==> config.mk <==
export PLATFORM = sky130hd
export DESIGN_NAME = regfile_mp
export DESIGN_NICKNAME = d
export VERILOG_FILES = /design/src/rtl/regfile_mp.sv
export SDC_FILE = /design/constraint.sdc
export NUM_CORES = 2
export LEC_CHECK = 0
export CELL_PAD_IN_SITES_DETAIL_PLACEMENT = 0
export CELL_PAD_IN_SITES_GLOBAL_PLACEMENT = 2
export CORE_MARGIN = 3
export CORE_UTILIZATION = 40
export DETAILED_ROUTE_END_ITERATION = 6
export GPL_TIMING_DRIVEN = 0
export PLACE_DENSITY_LB_ADDON = 0.1
export SYNTH_ARGS = -nofsm -noshare
export SYNTH_HDL_FRONTEND = slang
export SYNTH_SLANG_ARGS = --single-unit
==> constraint.sdc <==
create_clock -name clk -period 4.2 [get_ports clk]
set_input_delay 0.63 -clock clk [delete_from_list [all_inputs] [get_ports clk]]
set_output_delay 0.63 -clock clk [all_outputs]
set_load 0.03 [all_outputs]
==> src/rtl/regfile_mp.sv <==
// Two-read / one-write register file with optional hardwired zero register,
// optional write-to-read forwarding and a one-register-per-cycle sweep-clear.
module regfile_mp #(
  parameter int WIDTH    = 32,
  parameter int DEPTH    = 32,
  parameter int ZERO_REG = 1,
  parameter int BYPASS   = 1,
  localparam int AW      = $clog2(DEPTH)
) (
  input  logic             clk,
  input  logic             rst,
  input  logic             we,
  input  logic [AW-1:0]    waddr,
  input  logic [WIDTH-1:0] wdata,
  input  logic [AW-1:0]    raddr_a,
  input  logic [AW-1:0]    raddr_b,
  output logic [WIDTH-1:0] rdata_a,
  output logic [WIDTH-1:0] rdata_b,
  input  logic             clr_req,
  output logic             busy,
  output logic             wr_drop
);

  typedef enum logic {IDLE, CLEAR} state_t;

  state_t           state_q, state_d;
  logic [AW-1:0]    cnt_q, cnt_d;
  logic             wr_drop_q, wr_drop_d;
  logic [WIDTH-1:0] mem_q [DEPTH];
  logic             wr_en;
  logic             sweep_en;

  // Writes land only in IDLE; address 0 is silently ignored when hardwired.
  assign wr_en    = we && (state_q == IDLE) && !((ZERO_REG != 0) && (waddr == '0));
  assign sweep_en = (state_q == CLEAR);

  always_comb begin
    state_d   = state_q;
    cnt_d     = cnt_q;
    wr_drop_d = 1'b0;
    case (state_q)
      IDLE: begin
        if (clr_req) begin
          state_d = CLEAR;
          cnt_d   = '0;
        end
      end
      CLEAR: begin
        wr_drop_d = we;
        if (cnt_q == AW'(DEPTH - 1)) begin
          state_d = IDLE;
        end else begin
          cnt_d = cnt_q + 1'b1;
        end
      end
      default: state_d = IDLE;
    endcase
  end

  always_ff @(posedge clk) begin
    if (rst) begin
      state_q   <= IDLE;
      cnt_q     <= '0;
      wr_drop_q <= 1'b0;
    end else begin
      state_q   <= state_d;
      cnt_q     <= cnt_d;
      wr_drop_q <= wr_drop_d;
    end
  end

  // The sweep slot and a write can never coincide: writes require IDLE.
  generate
    for (genvar gi = 0; gi < DEPTH; gi++) begin : g_reg
      always_ff @(posedge clk) begin
        if (rst) begin
          mem_q[gi] <= '0;
        end else if (sweep_en && (cnt_q == AW'(gi))) begin
          mem_q[gi] <= '0;
        end else if (wr_en && (waddr == AW'(gi))) begin
          mem_q[gi] <= wdata;
        end
      end
    end
  endgenerate

  always_comb begin
    rdata_a = mem_q[raddr_a];
    if ((ZERO_REG != 0) && (raddr_a == '0)) begin
      rdata_a = '0;
    end else if ((BYPASS != 0) && wr_en && (waddr == raddr_a)) begin
      rdata_a = wdata;
    end
  end

  always_comb begin
    rdata_b = mem_q[raddr_b];
    if ((ZERO_REG != 0) && (raddr_b == '0)) begin
      rdata_b = '0;
    end else if ((BYPASS != 0) && wr_en && (waddr == raddr_b)) begin
      rdata_b = wdata;
    end
  end

  assign busy    = (state_q == CLEAR);
  assign wr_drop = wr_drop_q;

endmodule

# ---- Word-level counts from Yosys, hierarchy flattened
# Memory sizes are Yosys's and may differ from the RTL's.
# Cells that the tools add are included.
dict set report op_classes {
  addsub 1
  n_eq_ne 66
  mux 300
  bitwise 65
  reduce_logical 75
}
# operator count
set ops {}
lappend ops {{$mux 32} 68}
lappend ops {{$mux 1} 228}
lappend ops {{$eq 5x5->1 const B} 32}
lappend ops {{$eq 5x4->1 const B} 16}
lappend ops {{$logic_and 1x1->1} 68}
lappend ops {{$or 1x1->1} 64}
lappend ops {{$eq 5x3->1 const B} 8}
lappend ops {{$eq 5x2->1 const B} 4}
lappend ops {{$logic_not 5->1} 4}
lappend ops {{$eq 5x1->1 const B} 2}
lappend ops {{$eq 5x5->1} 2}
lappend ops {{$mux 5} 2}
lappend ops {{$pmux 5 s2} 1}
lappend ops {{$add 5x1->5 const B} 1}
lappend ops {{$ne 2x2->1 const B} 2}
lappend ops {{$pmux 1 s2} 1}
lappend ops {{$reduce_and 2->1} 1}
lappend ops {{$reduce_or 2->1} 1}
lappend ops {{$logic_not 1->1} 1}
lappend ops {{$not 1->1} 1}
dict set report totals {
  regBits 7
  mem_bits_rw 1024
  inputBits 51
  out_inout_bits 66
  word_cells 511
  memories 1
}
# memory depth word_bits read_ports rd_ports_with_merged_regs write_ports line
set mem_list {}
lappend mem_list {mem_q 32 32 2 0 32 29} ;# logic [WIDTH-1:0] mem_q [DEPTH];

# ---- Depth between registers and ports, before layout
dict set report logic_depth {
  ltp_word 9
  depth_mapped 11
  ltp_nobuf 7
}

# ---- Worst setup path before layout
# No wires, ideal clock.
dict set report synth_path {
  path_type {input -> register}
  from {input port waddr[2]}
  to {memory mem_q[16][0], enable pin}
  setup_time_ps 470
  t_arrival_ps 4034
  t_required_ps 3730
  setup_slack_ps -305
  path_stages 5
  n_path_buf 2
  path_cell_list {clkbuf_1 or2_1 buf_2 or3_1 o31ai_1}
}
# element line
set synth_rtl {}
lappend synth_rtl {{start: declaration} 13} ;# input logic [AW-1:0] waddr,
lappend synth_rtl {{end: declaration} 29}

# ---- Worst setup path in the final report
dict set report layout_path {
  from {input port raddr_a[1]}
  to {output port rdata_a[9]}
}
dict set report layout_via {
  elab_chain_len 4
}
# element line
set layout_rtl {}
lappend layout_rtl {{start: declaration} 15} ;# input logic [AW-1:0] raddr_a,
lappend layout_rtl {{branches (longest 3 deep; another with $mem_v2 32x32)} --}
lappend layout_rtl {{$mux 32 *} 89} ;# if ((ZERO_REG != 0) && (raddr_a == '0)) begin
lappend layout_rtl {{end: declaration} 17} ;# output logic [WIDTH-1:0] rdata_a,
# Every way passes the cells marked *.

==> impl_metrics.ini <==
[routing]
wire_per_inst_um = 47.13
drtPass1Iterations = 6
via_count = 42050
drc = 0
routed_wl_mm = 295.2
drt-vias-per-instance = 6.715
initialDrtViolationCount = 6935
antenna_left = 0

[cts]
h-tree-depth = 3
clk_latency_ps = 740
cts-root-buf = clkbuf_16
clock_path_buffers = 3
clkTransAtPathRegs_ps = 70
cts_buffers = 119
cts_tree = yes
cts.sinks = 1031

[worst_hold_path]
hp-class = primary input to flip-flop
min_to = wr_drop
hold_start = we
min_path_cells = 3

[sta]
finalHoldViolCount = 0
worst_pin_slew_ps = 1651
hold_ws_ps = 484.9
setup_viol = 20
rsz0062_at_grt = yes
setup_ws_ps = -142.9
final-max-slew-violation-count = 45
fmax_mhz = 230.3
period_needed_ps = 4343
relSlewSlack_pct = -10.89
finalCritPeriodShare_pct = 103.4
finClkSkew_ps = 29.47

[floorplanning]
ios = 117
start_util_pct = 40.44
row_count = 137
die_x_um = 382.5
die_area_sq_mm = 0.1463
die_h_um = 382.5
core_area_sq_mm = 0.1402

[setup_path]
end_kind = output port
worstPathArrival_ps = 3710
rrSetupSlack_ps = 320
rr_worst_depth = 6
timing.rr.end = mem_q[23][23]
cp_max_fo = 11
cp-start-kind = primary input
crit_type = primary input to output port
slowest_stage = nand2b_1
r2r-start = busy
cpPeakStageDelay_ps = 420
crit_required_ps = 3570
cpMostUsedCell = buf_8
cp_cell_sequence = buf_2 -> buf_6 -> buf_8 -> buf_8 -> nand2b_1 -> nor2_1 -> nor3_2 -> a21oi_1 -> a21oi_2 -> clkdlybuf4s15_2

[yosys]
ys_seq_area_share_pct = 54.48
ys_types = 73
synthFlopType = edfxtp_1
async_flop_share_pct = 0
synth.top_cell.area_share_pct = 54.23
synth-seq-cells = 1031
synth_top_area_cell = edfxtp_1
synth_edf_count = 1024
synth_area_leaders = edfxtp_1 54%, mux4_2 15%, and2_1 11%
ys_warn_count = 0
netlist_instances = 3956
avgSynthCellArea_sq_um = 14.33
synthesis.area_sq_mm = 0.05670

[place]
dpl.hpwl_mm = 212.4
finalWeightedCongestion = 1.003
io_buffers = 106
pre_cts_slack_ps = -2956
placed_area_sq_mm = 0.06157

[pwr]
clkPwrFrac_pct = 39.0
p_seq_share_pct = 44.5
p_per_area_mw_per_mm2 = 400.7
ir_drop_mv = 0.3635
power.leakage_nw = 24.22
internal_power_mw = 19.14
swShare_pct = 28.71
combPwrFrac_pct = 16.5
p_sw_mw = 7.709
total_power_mw = 26.85

[global_routing]
grt_pass1_wl_mm = 380.1
grt_usage_pct = 39.77
grt-ovfl-total = 0
first_global_vias = 39750
antenna_found_initial = 22
grt_max_degree = 28

[outcome]
failed_checks = max-capacitance violations, max-slew violations, negative setup slack
outcome = finished, violations left

[finish]
layout_common_cells = 1024 x edfxtp_1, 993 x and2_1, 390 x mux4_2
nets = 4336
design_area_sq_mm = 0.06700
synthToLayoutAreaGrowth_pct = 18.17
drive_gt1_share_pct = 24.05
finish.utilization_pct = 47.79
final_common_cell = edfxtp_1

[flow_run]
drv_cap = 8
[power groups by stage]
stage | Sequential [mW] | Clock [mW] | Combinational (mW)
2_1_floorplan | 12.1 | 0 | 2.03
3_3_place_gp | 12.2 | 0 | 4.00
3_5_place_dp | 12.2 | 0 | 4.13
4_1_cts | 12.0 | 10.4 | 4.28
5_1_grt | 12.0 | 10.8 | 4.39
6_report | 12.0 | 10.5 | 4.42
[how the worst max path moves through the flow]
stage                     from             to
floorplan             waddr[3]   mem_q[12][0]
global placement            we  mem_q[12][27]
detailed placement  raddr_a[4]    rdata_a[12]
CTS                 raddr_a[0]    rdata_a[12]
global route        raddr_b[1]    rdata_b[31]
finish              raddr_a[1]     rdata_a[9]
[per-layer routing]
| layer | wire length [um] | part of all wire, % | GRT usage (%) | vias to the layer above |
|---|---|---|---|---|
| li1 | - | - | - | 15990 |
| met1 | 110900 | 38 | 51.82 | 21980 |
| met2 | 126500 | 43 | 58.16 | 3265 |
| met3 | 34820 | 12 | 11.74 | 802 |
| met4 | 22800 | 7.7 | 25.07 | 14 |
| met5 | 104 | 0.035 | 0 | - |
[through the flow]
stage	cells	setup TNS, ps
after floorplan	3987	0
after global placement	5969	-1595130
after detailed placement	6029	-179970
after CTS	6248	-46.56
after global routing	6252	-5.013
final	6263	-677.1
[Yosys cell counts (all sizes together), types with 18 or more instances]
cell,instances
a2111oi,20
a211o,18
a21oi,81
a221o,73
a221oi,91
and2,995
buf,120
clkbuf,306
edfxtp,1024
mux2,25
mux2i,328
mux4,390
nand2,44
nand2b,33
nand3,26
nor2,66
nor3,65
nor3b,19
o21ai,44
[logic make-up (layout without fill, tap and decap cells)]
family | count (synthesis) | after routing | synth area share [%]
AO/OA/AOI/OAI | 431 | 431 | 5.969
buffers and inverters | 437 | 825 | 3.676
other | 1 | 44 | 0.006614
multiplexers | 743 | 743 | 21.78
AND/OR/NAND/NOR | 1297 | 1297 | 13.79
XOR/XNOR | 10 | 10 | 0.1677
flip-flops | 1031 | 1031 | 54.48
adder cells (fa/ha/maj) | 6 | 6 | 0.1324
[registers in the layout, summed over array words and instances (netlist names)]
register and flops:
mem_q 1024, wr_drop 1, cnt_q 5, busy 1
[cell type report]
type | count | area, sq um
Buffer | 419 | 2890
Sequential cell | 1031 | 30890
Clock inverter | 73 | 638.1
Fill cell | 12530 | 73210
Inverter | 11 | 43.79
Timing Repair Buffer | 178 | 2168
Tap cell | 1876 | 2347
Antenna cell | 12 | 30.03
Clock buffer | 144 | 3114
Multi-Input combinational cell | 2519 | 24880
[worst max-delay path: cells and delay by family]
| family | cells | cell delay (ps) |
|---|---|---|
| buffers and inverters | 5 | 1530 |
| and+or+nand+nor | 3 | 930 |
| AOI/OAI and AO/OA | 2 | 560 |
[timing repair]
item                       in CTS  in global routing
buffers inserted                8                  2
hold buffers                    0                  0
resized for setup             532                 42
pin swaps                      17                  7
cloned                          0                  0
setup endpoints to repair      64                 40
Note: power is estimated with default switching activity, not from simulation.
